`src/rtl/pulse_cfg_ctrl.sv`:
```
// Shadowed DELAY/WIDTH configuration sequencer: commits are applied atomically once the
// pulse block queue drains or is flushed. Optional drain timeout: define PULSE_CFG_TIMEOUT_EN.
module pulse_cfg_ctrl #(
   parameter int TS_W          = 48,
   parameter int QUEUE_W       = 11,
   parameter int DRAIN_TIMEOUT = 4096
) (
   input  logic               clk_i,
   input  logic               rst_n_i,
   input  logic               reg_wr_i,
   input  logic [2:0]         reg_addr_i,
   input  logic [31:0]        reg_data_i,
   input  logic [QUEUE_W-1:0] queue_i,
   input  logic               out_i,
   output logic [TS_W-1:0]    DELAY_o,
   output logic [TS_W-1:0]    WIDTH_o,
   output logic               FORCE_RST_o,
   output logic               busy_o,
   output logic               cfg_err_o,
   output logic               tmo_err_o,
   output logic [15:0]        commit_cnt_o
);

   typedef enum logic [2:0] {
      ST_IDLE   = 3'd0,
      ST_DRAIN  = 3'd1,
      ST_FLUSH  = 3'd2,
      ST_SETTLE = 3'd3,
      ST_APPLY  = 3'd4
   } state_t;

   localparam logic [2:0] ADDR_DELAY_L = 3'd0;
   localparam logic [2:0] ADDR_DELAY_H = 3'd1;
   localparam logic [2:0] ADDR_WIDTH_L = 3'd2;
   localparam logic [2:0] ADDR_WIDTH_H = 3'd3;
   localparam logic [2:0] ADDR_CTRL    = 3'd4;

   state_t            state_q, state_d;
   logic [TS_W-1:0]   sh_delay_q, sh_delay_d;
   logic [TS_W-1:0]   sh_width_q, sh_width_d;
   logic [TS_W-1:0]   cp_delay_q, cp_delay_d;
   logic [TS_W-1:0]   cp_width_q, cp_width_d;
   logic              commit_pend_q, commit_pend_d;
   logic              force_pend_q, force_pend_d;
   logic              commit_path_q, commit_path_d;
   logic              settle_q, settle_d;
   logic [TS_W-1:0]   delay_q, delay_d;
   logic [TS_W-1:0]   width_q, width_d;
   logic              force_rst_q, force_rst_d;
   logic              busy_q, busy_d;
   logic              cfg_err_q, cfg_err_d;
   logic [15:0]       cnt_q, cnt_d;

   logic              wr_ctrl_s, commit_wr_s, force_wr_s, err_clr_s;
   logic              drained_s;
   logic              take_force_s, take_commit_s, reject_s;

`ifdef PULSE_CFG_TIMEOUT_EN
   localparam int TMO_W = (DRAIN_TIMEOUT > 2) ? $clog2(DRAIN_TIMEOUT) : 1;
   localparam logic [TMO_W-1:0] TMO_LAST = TMO_W'(DRAIN_TIMEOUT - 1);
   localparam logic [TMO_W-1:0] TMO_ONE  = TMO_W'(1);

   logic [TMO_W-1:0]  tmo_cnt_q, tmo_cnt_d;
   logic              tmo_err_q, tmo_err_d;
   logic              tmo_hit_s;
`endif

   assign wr_ctrl_s   = reg_wr_i && (reg_addr_i == ADDR_CTRL);
   assign commit_wr_s = wr_ctrl_s && reg_data_i[0];
   assign force_wr_s  = wr_ctrl_s && reg_data_i[1];
   assign err_clr_s   = wr_ctrl_s && (reg_data_i[1:0] == 2'b00);
   assign drained_s   = (queue_i == '0) && !out_i;

   // FSM state register
   always_ff @(posedge clk_i or negedge rst_n_i) begin
      if (!rst_n_i) begin
         state_q <= ST_IDLE;
      end else begin
         state_q <= state_d;
      end
   end

   // FSM next-state logic; FORCE outranks a pending COMMIT in IDLE
   always_comb begin
      state_d       = state_q;
      take_force_s  = 1'b0;
      take_commit_s = 1'b0;
      reject_s      = 1'b0;
`ifdef PULSE_CFG_TIMEOUT_EN
      tmo_hit_s     = 1'b0;
`endif
      case (state_q)
         ST_IDLE: begin
            if (force_pend_q) begin
               take_force_s = 1'b1;
               state_d      = ST_FLUSH;
            end else if (commit_pend_q) begin
               if (sh_width_q == '0) begin
                  reject_s = 1'b1;
                  state_d  = ST_IDLE;
               end else begin
                  take_commit_s = 1'b1;
                  state_d       = ST_DRAIN;
               end
            end else begin
               state_d = ST_IDLE;
            end
         end
         ST_DRAIN: begin
`ifdef PULSE_CFG_TIMEOUT_EN
            // drain wins a tie with the timeout
            if (drained_s) begin
               state_d = ST_APPLY;
            end else if (tmo_cnt_q == TMO_LAST) begin
               tmo_hit_s = 1'b1;
               state_d   = ST_FLUSH;
            end else begin
               state_d = ST_DRAIN;
            end
`else
            if (drained_s) begin
               state_d = ST_APPLY;
            end else begin
               state_d = ST_DRAIN;
            end
`endif
         end
         ST_FLUSH: begin
            state_d = ST_SETTLE;
         end
         ST_SETTLE: begin
            if (settle_q) begin
               state_d = commit_path_q ? ST_APPLY : ST_IDLE;
            end else begin
               state_d = ST_SETTLE;
            end
         end
         ST_APPLY: begin
            state_d = ST_IDLE;
         end
         default: begin
            state_d = ST_IDLE;
         end
      endcase
   end

   // Shadow registers, pending requests and commit snapshot
   always_comb begin
      sh_delay_d = sh_delay_q;
      sh_width_d = sh_width_q;
      if (reg_wr_i) begin
         case (reg_addr_i)
            ADDR_DELAY_L: sh_delay_d[31:0]      = reg_data_i;
            ADDR_DELAY_H: sh_delay_d[TS_W-1:32] = reg_data_i[TS_W-33:0];
            ADDR_WIDTH_L: sh_width_d[31:0]      = reg_data_i;
            ADDR_WIDTH_H: sh_width_d[TS_W-1:32] = reg_data_i[TS_W-33:0];
            default: begin
               sh_delay_d = sh_delay_q;
               sh_width_d = sh_width_q;
            end
         endcase
      end else begin
         sh_delay_d = sh_delay_q;
         sh_width_d = sh_width_q;
      end

      // a request written on the edge that consumes the pending one merges into it
      if (take_commit_s || reject_s) begin
         commit_pend_d = 1'b0;
      end else begin
         commit_pend_d = commit_pend_q | commit_wr_s;
      end
      if (take_force_s) begin
         force_pend_d = 1'b0;
      end else begin
         force_pend_d = force_pend_q | force_wr_s;
      end

      if (take_commit_s) begin
         cp_delay_d    = sh_delay_q;
         cp_width_d    = sh_width_q;
         commit_path_d = 1'b1;
      end else if (take_force_s) begin
         cp_delay_d    = cp_delay_q;
         cp_width_d    = cp_width_q;
         commit_path_d = 1'b0;
      end else begin
         cp_delay_d    = cp_delay_q;
         cp_width_d    = cp_width_q;
         commit_path_d = commit_path_q;
      end

      settle_d = (state_q == ST_SETTLE);
   end

   // FSM output logic: next values of the registered outputs
   always_comb begin
      force_rst_d = (state_d == ST_FLUSH);
      busy_d      = (state_d != ST_IDLE) | commit_pend_d | force_pend_d;
      cfg_err_d   = reject_s | (cfg_err_q & ~err_clr_s);
      if (state_q == ST_APPLY) begin
         delay_d = cp_delay_q;
         width_d = cp_width_q;
         cnt_d   = cnt_q + 16'd1;
      end else begin
         delay_d = delay_q;
         width_d = width_q;
         cnt_d   = cnt_q;
      end
   end

   // Datapath and output registers
   always_ff @(posedge clk_i or negedge rst_n_i) begin
      if (!rst_n_i) begin
         sh_delay_q    <= '0;
         sh_width_q    <= '0;
         cp_delay_q    <= '0;
         cp_width_q    <= '0;
         commit_pend_q <= 1'b0;
         force_pend_q  <= 1'b0;
         commit_path_q <= 1'b0;
         settle_q      <= 1'b0;
         delay_q       <= '0;
         width_q       <= '0;
         force_rst_q   <= 1'b0;
         busy_q        <= 1'b0;
         cfg_err_q     <= 1'b0;
         cnt_q         <= 16'd0;
      end else begin
         sh_delay_q    <= sh_delay_d;
         sh_width_q    <= sh_width_d;
         cp_delay_q    <= cp_delay_d;
         cp_width_q    <= cp_width_d;
         commit_pend_q <= commit_pend_d;
         force_pend_q  <= force_pend_d;
         commit_path_q <= commit_path_d;
         settle_q      <= settle_d;
         delay_q       <= delay_d;
         width_q       <= width_d;
         force_rst_q   <= force_rst_d;
         busy_q        <= busy_d;
         cfg_err_q     <= cfg_err_d;
         cnt_q         <= cnt_d;
      end
   end

`ifdef PULSE_CFG_TIMEOUT_EN
   // Timeout counter is zero on DRAIN entry and advances every DRAIN cycle
   always_comb begin
      if (state_q == ST_DRAIN) begin
         tmo_cnt_d = tmo_cnt_q + TMO_ONE;
      end else begin
         tmo_cnt_d = '0;
      end
      tmo_err_d = tmo_hit_s | (tmo_err_q & ~err_clr_s);
   end

   // Timeout counter and sticky timeout error registers
   always_ff @(posedge clk_i or negedge rst_n_i) begin
      if (!rst_n_i) begin
         tmo_cnt_q <= '0;
         tmo_err_q <= 1'b0;
      end else begin
         tmo_cnt_q <= tmo_cnt_d;
         tmo_err_q <= tmo_err_d;
      end
   end

   assign tmo_err_o = tmo_err_q;
`else
   assign tmo_err_o = 1'b0;
`endif

   assign DELAY_o      = delay_q;
   assign WIDTH_o      = width_q;
   assign FORCE_RST_o  = force_rst_q;
   assign busy_o       = busy_q;
   assign cfg_err_o    = cfg_err_q;
   assign commit_cnt_o = cnt_q;

endmodule

```
`config.mk`:
```
export PLATFORM = sky130hd
export DESIGN_NAME = pulse_cfg_ctrl
export DESIGN_NICKNAME = d
export VERILOG_FILES = /design/src/rtl/pulse_cfg_ctrl.sv
export SDC_FILE = /design/constraint.sdc
export NUM_CORES = 1
export LEC_CHECK = 0
export ABC_AREA = 0
export ABC_CLOCK_PERIOD_IN_PS = 2060
export BUFFER_PORTS_ARGS = -buffer_cell sky130_fd_sc_hd__buf_4
export CORE_MARGIN = 3
export CORE_UTILIZATION = 51
export DETAILED_ROUTE_END_ITERATION = 6
export PLACE_DENSITY = 0.73
export RECOVER_POWER = 100
export SLEW_MARGIN = 20
export SYNTH_ARGS = -nofsm -noshare
export SYNTH_HDL_FRONTEND = slang
export SYNTH_SLANG_ARGS = --single-unit
```
`constraint.sdc`:
```
create_clock -name clk_i -period 2.06 [get_ports clk_i]
set_clock_uncertainty 0.15 [all_clocks]
set_input_delay 0.412 -clock clk_i [delete_from_list [all_inputs] [get_ports clk_i]]
set_output_delay 0.412 -clock clk_i [all_outputs]
set_load 0.01 [all_outputs]
```
==> results, run 1 <==
- In this run the tightest slew margin relative to its limit is 0.156.
- The total overflow reported by the global router is 0.
- met2 is the most crowded layer.
- The share of post-route cells with drive strength above 1 is 0.464.
- The first-pass iteration count of the detailed router is 4.
- The synthesized design spends more area on one cell type than any other, namely dfrtp_1.
- Summed over all nets, the switching power comes to around 5.7 mW.
- The area of combinational cells with multiple inputs is 0.00398 mm2.
- The global-route usage over all layers is 0.202.
- The path category of the worst min-delay check is input pin to register.
- During I/O placement, the number of pins put on the boundary was about 170.
- The internal portion of the total power is between 15 and 20 mW.
- Among all stages on the critical path, the largest delay is contributed by dfrtp_1.
- Ranked by instance count, the synthesized netlist is headed by dfrtp_1 (314), mux2_2 (281), nor4_1 (16), buf_2 (13), clkbuf_1 (12).
- Dividing the synthesized area by the synthesized cell count gives 16.3 um2.
- During synthesis, Yosys emitted a total of 0 warnings.
- The number of nets in the synthesized netlist is 783.
- The minimum period implied by the final worst setup slack is 2340 ps.
- The count of fill cells added during filler insertion is 1,706.
- The proportion of synthesized flip-flops having asynchronous set or reset is 1.00.
- The initial utilization of the core area, before any placement, comes to 0.522.
- The final reports fail on setup timing.
- The final count of hold timing violations is 0.
- VDD sags by at most 771 uV.
- Max-cap violations in this run came to 0.
- The maximum clock frequency is ~0.43 GHz.
- The routed length per instance is ~19 um.
- The overall die width is 159 um.
- The met2 demand-to-capacity share in global routing is 0.328.
- Before CTS, the worst setup slack after placement is -450 ps.
- Traced cell by cell, the critical path runs through nor4_2 > nand4_1 > o31ai_4 > buf_4 > buf_12 > mux2_2.
- In this run the deepest clock path goes through 3 buffers.
- The floorplan step defined a die boundary enclosing 0.0252 mm2.
- The worst setup path is of the register to register kind.
- With fillers left out, the area of the finished cells amounts to 0.0150 mm2.
- For the pin with the worst max-slew slack, the measured transition is 1270 ps.
- The power per cell area is 1390 mW/mm2.
- The DRC violation count after routing is 0.
- For this run, the register share of the synthesized area comes to 0.660.
- In this run the worst path has a maximum fanout of 24.
- In the post-route analysis, the smallest setup slack over all paths is -276 ps.
- The first global-routing pass estimated ~41,000 um of wire.
- The number of instances in the synthesized netlist is ~730.
- Sorting the synthesized cells by area gives the leading types as dfrtp_1 (66%), mux2_2 (27%), nor4_1 (0.84%).
- Dividing the final minimum period by the clock period gives 1.13.
- In the synthesized netlist the dominant register cell turns out to be dfrtp_1.
- The clock sink count is ~310.
- Data on the critical path is required at its endpoint by 2280 ps.
- The initial antenna violation count is 0.
- TritonCTS built the clock tree.
- The total count of max-transition violations in the final report came to 0.
- In the global route stage, met3 resource usage came out at 0.0569.
- The clock tree root driver cell is clkbuf_16.
- Measured along the y axis, the die boundary spans approximately 160 um.
- The H-tree generated during clock tree synthesis spans 2 levels.
- The worst setup path is launched from a register.
- The violation count after the first detailed-route iteration is 263.
- TritonCTS created 34 clock buffers.
- The largest net degree at the start of global routing is 53.
- For this run, global-route usage on met1 was measured as 0.276.
- The sequential cell area in the final layout is 0.00786 mm2.
- In this run the standard cell core region covers ~0.023 mm2.
- The final layout contains 1,035 nets.
- The clock edge transition at the registers on the reported setup and hold paths is 60 ps.
- The number of vias per cell after detailed routing is 5.23.
- The via count is 6,899.
- The number of distinct library cells after synthesis is 36.
- STA puts the critical path data arrival time at 2560 ps.
- The kind of end point of the critical path is a register.
- The final routed wirelength across all metal layers is ~25,000 um.
- Setup repair after global routing could not meet its margin everywhere.
- At the later pin of the worst-skew pair, clock insertion delay measures 500 ps.
- In the post-synthesis netlist, the cell with the most instances is dfrtp_1.
- After legalization and detailed placement, the total HPWL measured 16,700 um.
- The layout overhead on the synthesized area is 25.8%.
- Routability-driven placement finished with a final weighted congestion of 0.770.
- The delay of the slowest cell on the worst path is 410 ps.
- The antenna diode instance count is 0.
- The flow ran to the end, but the final reports show violations.
- In this run the cell area measured after placement is approximately 0.014 mm2.
- Of the post-synthesis cell area, the dominant cell type holds 0.660.
- The number of flops mapped to enable cells by yosys is 0.
- The combinational cell fraction of total power is 0.234.
- The cell area that synthesis handed to floorplanning was between 0.01 and 0.015 mm2.
- Setup violations remaining at the end of the flow were counted as 99.
- Of the total power, the share spent switching nets is 0.273.
- The sequential cell fraction of total power is 0.465.
- Once detail routing completed, the nets flagged for antenna violations numbered 0.
- The number of global-route vias before repair is between 7,000 and 8,000.
- Buffers placed on the I/O ports in this run total 164.
- The register bit total from synthesis is 314.
- The cell leakage power is 6.98 nW.
- The initialized floorplan defines 55 standard-cell rows.
- The clock share of power is 0.301.
- At the end of the flow the core is filled with cells to 0.657.
==> registers in the layout, indices dropped and copies added, names as in the netlist <==
signal and cells:
cp_width_q 48, busy_o 1, commit_path_q 1, commit_pend_q 1, DELAY_o 48, cp_delay_q 48
WIDTH_o 48, FORCE_RST_o 1, force_pend_q 1, sh_width_q 48, state_q 3, commit_cnt_o 16
sh_delay_q 48, settle_q 1, cfg_err_o 1
==> logic make-up after synthesis <==
family,Yosys count,synth area share
xor gates and xnor gates,15,0.0110
muxes,289,0.274
AOI/OAI and AO/OA,11,0.00705
adders and majority gates,1,0.00105
DFF,314,0.660
and+or+nand+nor,66,0.0332
buffers and inverters,35,0.0134
other,1,0.000315
==> area by class of cell <==
type,count,share of cell area
sequential,314,0.525
tap,313,0.0262
timing repair buffer,248,0.103
multi-input combinational,383,0.266
clock buffer,51,0.0714
clock inverter,7,0.00752
inverter,3,0.000752
==> stage by stage <==
step	total power, mW	cells	hold slack [ps]	TNS (ps)
after floorplan	12.5	732	-33.6	-884
after global placement	15.1	1250	223	-34570
after detailed placement	15.4	1250	221	-40660
after CTS	21.8	1319	1.69	-24950
after global routing	22.0	1319	3.29	-40950
final	20.9	1319	17.0	-22600
==> layer usage <==
metal  up-vias  wire length, um
met4         0              301
met2       172            11900
met1      3565            11300
met5         -                0
met3        28             1730
li1       3134                -
==> path summary, 6_finish.rpt <==
check                           cells after the start  slack (ps)                to             start
worst min-delay path                                2          20    sh_width_q[31]    reg_data_i[31]
worst max register to register                      6        -280    cp_delay_q[33]     sh_width_q[3]
max in group asynchronous                           3         160    cp_delay_q[39]           rst_n_i
worst max-delay path                                6        -280    cp_delay_q[33]     sh_width_q[3]
min in group asynchronous                           2         580        DELAY_o[7]           rst_n_i
worst min register to register                      1         310  commit_cnt_o[15]  commit_cnt_o[15]
==> worst max-delay path, delay by kind of cell, from the launching register on <==
family / cells / cell delay [ps]
simple gates: 2 / 580
flops: 1 / 410
buf+inv: 2 / 390
mux: 1 / 360
compound gates: 1 / 310
==> cells in the final DEF (no fill, tap or decap), types with 2 or more instances in the layout <==
master and n:
nand3_1 7, clkbuf_8 9, nand2b_1 4, inv_1 3, nor4_2 2, nor4_4 3
o21ai_0 3, clkinv_2 3, mux2_2 281, nor4_1 11, clkbuf_2 2, clkbuf_1 126
buf_6 4, nand2_1 8, mux2_4 8, nor2_1 9, a21oi_1 4, nor3_1 2
nand4_1 6, buf_8 2, xor2_1 6, dfrtp_1 314, nand4bb_1 2, buf_4 99
dlygate4sd3_1 10, clkbuf_16 37, nor4bb_1 2, bufinv_16 3, buf_12 7, xnor2_1 9
==> power by group through the flow <==
stage                     sequential, mW  combinational [mW]  clock, mW
after CTS                           9.72                5.67       6.41
after detailed placement            9.77                5.60          0
after floorplan                     9.78                2.68          0
after global routing                9.98                5.33       6.68
after global placement              9.70                5.43          0
final                               9.71                4.88       6.27
==> repair_timing <==
action                                 in CTS  in global routing
hold buffers                               10                  0
endpoints found under the hold margin      57                  0
setup endpoints to repair                 100                100
buffers inserted                            1                  0
pin swaps                                   2                  1
gates resized for setup                     6                  2
(Power assumes the default switching activity.)
==> run 2: changes to the inputs <==
--- a/config.mk
+++ b/config.mk
@@ -7,11 +7,12 @@
 export LEC_CHECK = 0
 export ABC_AREA = 0
 export ABC_CLOCK_PERIOD_IN_PS = 2060
-export BUFFER_PORTS_ARGS = -buffer_cell sky130_fd_sc_hd__buf_4
+export BUFFER_PORTS_ARGS = -buffer_cell sky130_fd_sc_hd__buf_2
 export CORE_MARGIN = 3
-export CORE_UTILIZATION = 51
+export CORE_UTILIZATION = 53
+export CTS_BUF_LIST = sky130_fd_sc_hd__clkbuf_4
 export DETAILED_ROUTE_END_ITERATION = 6
-export PLACE_DENSITY = 0.73
+export PLACE_DENSITY = 0.75
 export RECOVER_POWER = 100
 export SLEW_MARGIN = 20
 export SYNTH_ARGS = -nofsm -noshare
==> results, run 2 (synthesis gave the netlist of run 1 again) <==
- The run finished, with violations left.
- The checks that failed: setup timing.
- The total setup violations reported at the end of the flow is 191.
- The placed wire-length estimate after detailed placement is 16,400 um.
- The total count of max-transition violations in the final report is 0.
- The maximum root-to-sink buffer count is 3.
- The total number of placement rows is 54.
- At the pin with the least slew margin, the transition time is 1140 ps.
- Data arrives at the worst endpoint at 2740 ps.
- The number of global-route vias before repair is 7,946.
- The first detailed-routing pass took 4 iterations.
- Entering global routing, the biggest net connects 72 pins.
- The post-route fraction of the period consumed by the critical path is 1.15.
- The global-route wire length before repair is roughly 41,000 um.
- The kind of end point of the critical path is a register.
- The final count of hold timing violations is 0.
- Across the run, the number of max-cap violations was 0.
- During I/O placement, the number of pins put on the boundary was 166.
- The die extent in y is about 160 um.
- The initial antenna violation count is 1.
- The power per cell area is 1330 mW/mm2.
- Of all nets on the critical path, the largest fanout is 8.
- Buffers inserted during clock tree synthesis total 80.
- The worst ir drop on vdd is 771 uV.
- The leading cell type in the layout, fill and taps excluded is dfrtp_1.
- Clock latency on the worst-skew pair, taken at its later pin, is 660 ps.
- The setup slack after layout is -308 ps.
- For this configuration, the core starts out at a cell density of 0.542.
- After detailed routing, the number of remaining DRC violations is 0.
- The global-route usage over all layers is 0.215.
- The sequential cell fraction of total power is 0.487.
- In this run the worst hold path is classified as input pin to register.
- The final routed wirelength across all metal layers is 25,700 um.
- The total area inside the core boundary comes to 0.0220 mm2.
- Compared with the post-synthesis result, the final layout area differs by 26.2%.
- Of the total power, the clock network draws 0.243.
- The final weighted congestion of routability-driven global placement is 0.790.
- Setup repair after global routing could not meet its margin everywhere.
- CTS built an H-tree with a depth of 3.
- Dividing the detail-routed wire length by the instance count gives roughly 19 um.
- The tree is rooted in a clkbuf_4.
- TritonCTS built the clock tree.
- Clock-pin slew was measured on the worst setup and hold paths at 60 ps.
- The number of vias per cell after detailed routing is 5.29.
- The first routing iteration left 264 violations.
- The floorplan step set the die width to 156 um.
- The switching portion of total power is 0.289.
- Input and output buffers added on the ports amount to between 150 and 200.
- The nature of the critical path startpoint is a register.
- The tightest hold path in the finished design has a slack of about 120 ps.
- Measured against its own limit, the worst slew margin works out to 0.241.
- Of the cells placed in the final design, the portion with a size suffix greater than 1 is 0.484.
- The internal power of the cells totals 14.2 mW.
- The clock drives 314 sinks.
- Of the total power, combinational logic draws 0.270.
- The residual antenna-violating net count after detailed routing is 0.
- Static timing analysis puts the maximum clock frequency at around 0.42 GHz.
- The total overflow left after global routing is 0.
- The number of nets in the layout is about 1,100.
- The cell leakage power is 7.22 nW.
- The switching power summed over all nets is 5.75 mW.
- The required time of the worst setup path is 2440 ps.
- The smallest clock period supported by the final layout is computed as 2370 ps.
- The start-to-end type of the worst setup path is register to register.
- The via count is 7,289.
- The die covers roughly 0.024 mm2.
- In the layout the commonest cells are dfrtp_1 (314), mux2_2 (243), clkbuf_4 (126), clkbuf_1 (126), buf_2 (47).
- At the placement stage, the worst setup path has a slack of -352 ps.
[run 2: cell type report]
type                       instances  area (um2)
antenna                            1        2.50
clock buffer                     112         841
clock inverter                     8        57.6
fill                            1566        6950
inverter                           3        11.3
multi-input combinational        383        4090
sequential                       314        7860
tap                              280         350
timing repair buffer             278        1800
[run 2: path summary, 6_finish.rpt]
kind,end,depth (start not counted),from,slack (ps)
max,cp_width_q[45],6,sh_width_q[11],-310
min,state_q[0],5,queue_i[1],120
max reg2reg,cp_width_q[45],6,sh_width_q[11],-310
min reg2reg,commit_cnt_o[15],1,commit_cnt_o[15],320
max in group asynchronous,sh_delay_q[15],3,rst_n_i,190
min in group asynchronous,cp_delay_q[0],2,rst_n_i,360
[run 2: per-layer routing]
metal / vias up / wire length, um / track usage
met2: 224 / 12200 / 0.345
met4: 0 / 432 / 0.0635
met3: 49 / 1810 / 0.0663
met1: 3695 / 11200 / 0.286
met5: - / 0 / 0
li1: 3321 / - / -
[run 2: worst max-delay path, stage by stage (launching register included)]
cell	delay, ps
dfrtp_1	410
nor4_2	340
nand4_1	260
o31ai_4	350
buf_6	250
clkbuf_16	180
mux2_4	290
[run 2: power groups by stage]
stage	sequential, mW	combinational (mW)	clock (mW)
after floorplan	9.78	2.68	0
after global placement	9.66	4.97	0
after detailed placement	9.72	5.13	0
after CTS	9.66	5.42	5.02
after global routing	9.97	5.86	5.36
final	9.69	5.37	4.84
[run 2: what timing repair did]
item	4_1_cts	5_1_grt
hold buffers	35	0
endpoints found under the hold margin	408	0
buffers inserted	3	1
gates resized for setup	25	26
gates cloned	1	4
setup endpoints to repair	100	100
pin swaps	2	1
[run 2: stage by stage]
stage | setup TNS (ps) | cell area, um2 | instances | power (mW) | util
global placement | -28790 | 13700 | 1214 | 14.6 | 0.626
CTS | -25000 | 15100 | 1373 | 20.1 | 0.689
global route | -54040 | 15000 | 1379 | 21.2 | 0.684
floorplan | -884 | 11900 | 732 | 12.5 | -
detailed placement | -31160 | 13700 | 1214 | 14.9 | 0.626
finish | -35450 | 15000 | 1379 | 19.9 | 0.684
==> run 3: changes to the inputs <==
--- a/config.mk
+++ b/config.mk
@@ -5,14 +5,14 @@
 export SDC_FILE = /design/constraint.sdc
 export NUM_CORES = 1
 export LEC_CHECK = 0
-export ABC_AREA = 0
+export ABC_AREA = 1
 export ABC_CLOCK_PERIOD_IN_PS = 2060
 export BUFFER_PORTS_ARGS = -buffer_cell sky130_fd_sc_hd__buf_2
 export CORE_MARGIN = 3
-export CORE_UTILIZATION = 53
+export CORE_UTILIZATION = 30
 export CTS_BUF_LIST = sky130_fd_sc_hd__clkbuf_4
 export DETAILED_ROUTE_END_ITERATION = 6
-export PLACE_DENSITY = 0.75
+export PLACE_DENSITY = 0.47
 export RECOVER_POWER = 100
 export SLEW_MARGIN = 20
 export SYNTH_ARGS = -nofsm -noshare
==> results, run 3 <==
- The run finished with clean final reports.
- Once detail routing completed, the nets flagged for antenna violations numbered 0.
- The average cell area after synthesis is 8.96 um2.
- The kind of end point of the critical path is an output pin.
- During synthesis, Yosys emitted a total of 0 warnings.
- The placed wire-length estimate after detailed placement is 23,300 um.
- The highest signal layer in the routed design is met4.
- The count of cells in the finished layout, fillers not included, comes to 2,203.
- Of the cells placed in the final design, the portion with a size suffix greater than 1 is 0.135.
- The first global-routing pass estimated 57,000 um of wire.
- The synthesized netlist occupies a cell area of 0.0122 mm2.
- Based on the critical path, the design can be clocked at up to around 0.52 GHz.
- Ranked by total cell area, the synthesized netlist is headed by dfrtp_1 (64%), nand2_1 (19%), nand3_1 (4.5%).
- Max-cap violations in this run came to 0.
- The CTS tree is yes.
- The path class of the tightest hold or removal check is input pin to register.
- The power per cell area is 1260 mW/mm2.
- The initial antenna violation count is 2.
- Synthesis handed over a netlist of 1,360 instances.
- Broken down by cell family, the worst path's largest delay share belongs to flip-flops.
- The cell leakage power is 8.04 nW.
- Across the VDD grid, the largest voltage drop is 375 uV.
- The wire length on met3 is about 1900 um.
- Summed over all failing endpoints, the final setup total negative slack is 0 ps.
- In the synthesized netlist, the cells that appear most often are nand2_1 (632), dfrtp_1 (314), nand3_1 (110), o21ai_0 (98), nor2_1 (53).
- The die covers 0.0431 mm2.
- The setup slack after layout is 152 ps.
- The slack of the worst reg-to-reg path is 170 ps.
- The nature of the critical path startpoint is a register.
- Along the worst path, the maximum fanout reaches 2.
- The number of nets in the layout is 1,683.
- The post-route fraction of the period consumed by the critical path is 0.926.
- The clock edge transition at the registers on the reported setup and hold paths is 60 ps.
- The total routed wire length on the met1 layer is 17,300 um.
- The global-route usage over all layers is 0.166.
- Of the synthesized area, sequential elements account for 0.645.
- The number of buffers and inverters on the critical path is 1.
- The number of input and output port buffers inserted is 164.
- Dividing the detail-routed wire length by the instance count gives 16.1 um.
- The final count of hold timing violations came to 0.
- The start-to-end type of the worst setup path is register to output pin.
- The worst-skew pair later-pin latency is 760 ps.
- The critical path's slowest cell is dfrtp_1.
- The H-tree level count is 3.
- 166 I/O pins were placed.
- The number of vias per cell after detailed routing is 4.46.
- The normalized max-slew margin is 0.144.
- The total count of max-transition violations in the final report is 0.
- The final routed wirelength across all metal layers is ~36,000 um.
- The layout overhead on the synthesized area is 24.5%.
- The number of flops mapped to enable cells by yosys is 0.
- The minimum period implied by the final worst setup slack is 1910 ps.
- The clock sink count is ~310.
- The number of global-route vias before repair is 10,000.
- The synthesized netlist contains 24 unique library cells.
- The number of nets in the synthesized netlist is 1,411.
- The top cell type's share of synthesized area is 0.645.
- Prior to clock tree synthesis, the placed netlist has a worst setup slack of just under 100 ps.
- Clock tree synthesis selected as its root buffer the cell clkbuf_4.
- In the layout the commonest cells are nand2_1 (629), dfrtp_1 (314), clkbuf_4 (121).
- The cell type contributing the most total cell area after synthesis is dfrtp_1.
- Setup repair after global routing left no endpoint under its margin.
- The library cell used most frequently in the layout, excluding fill and tap cells, is nand2_1.
- Setup violations remaining at the end of the flow were counted as 0.
- The maximum root-to-sink buffer count is 3.
- For this block, the via count after detailed routing is 9,815.
- The DRC violation count after routing is 0.
- The signal on the critical path passes through clkbuf_1.
- For the worst setup path, the data required time is 1500 ps.
- The starting density of the core is 0.305.
- The violation count after the first detailed-route iteration is 704.
- Summed over all nets, wire length on met2 after detailed routing comes to 15,600 um.
- Measured along the x axis, the die boundary spans 208 um.
- The clock buffer count from CTS is between 80 and 90.
- The final core utilization is 0.380.
- The synthesized design contains 314 register bits.
- The transition time at the pin with the least slew margin is 1280 ps.
- The first-pass iteration count of the detailed router is 7.
- The core region is approximately 0.04 mm2.
- In this run, placement finished with an instance count of 2,020.
- The total overflow left after global routing is 0.
- The most used flip-flop cell after synthesis is dfrtp_1.
- The largest net degree at the start of global routing is 70.
- The delay of the slowest cell on the worst path is 370 ps.
- The total number of placement rows is 73.
- Data arrives at the worst endpoint at 1350 ps.
- The die extent in y is between 200 and 250 um.
- The most common cell in the netlist is nand2_1.
- After synthesis, the share of flip-flops with an asynchronous set or reset is 1.00.
- The final weighted congestion of routability-driven global placement is 0.798.
[run 3: logic make-up after synthesis]
group / after synthesis / synth area share
buffers and inverters: 120 / 0.0400
adder cells (fa/ha/maj): 1 / 0.00103
AO/OA/AOI/OAI: 104 / 0.0427
other: 1 / 0.000308
XOR/XNOR: 9 / 0.00647
AND/OR/NAND/NOR: 811 / 0.265
flip-flops: 314 / 0.645
[run 3: area by class of cell]
cell class,count,area [um2]
multi-input combinational,926,3900
timing repair buffer,254,1580
inverter,50,189
clock buffer,115,863
tap,525,657
sequential,314,7860
antenna,2,5.00
clock inverter,17,125
fill,4202,24700
[run 3: path summary, 6_finish.rpt]
| path | from | to | depth (start not counted) |
|---|---|---|---|
| min in group asynchronous | rst_n_i | cp_width_q[34] | 3 |
| max in group asynchronous | rst_n_i | commit_cnt_o[7] | 3 |
| max | WIDTH_o[26] | WIDTH_o[26] | 1 |
| max reg2reg | state_q[1] | cp_width_q[40] | 8 |
| min reg2reg | cp_delay_q[8] | DELAY_o[8] | 2 |
| min | queue_i[1] | state_q[0] | 7 |
[run 3: metrics by stage]
step                      power, mW  hold WS [ps]  area, um2
after floorplan                11.8         -33.6      12200
after global placement         13.9           170      13900
after detailed placement       14.0           168      13900
after CTS                      19.6          5.99      15400
after global routing           20.6          14.3      15200
final                          19.1          1.91      15200
[run 3: what timing repair did]
| action | CTS | global route |
|---|---|---|
| setup buffers | 0 | 1 |
| gates resized for setup | 0 | 10 |
| endpoints found under the hold margin | 416 | 0 |
| endpoints found under the setup margin | 0 | 100 |
| hold buffers | 49 | 0 |
[run 3: power by group]
part,internal [mW],switching [mW],total (mW)
logic,1.65,2.63,4.29
clock network,2.79,2.55,5.35
registers,8.20,1.24,9.44
[run 3: routing by layer]
| metal | vias up | global-route usage |
|---|---|---|
| li1 | 4850 | - |
| met1 | 4673 | 0.237 |
| met2 | 243 | 0.245 |
| met3 | 49 | 0.0429 |
| met4 | 0 | 0.0574 |
| met5 | - | 0 |
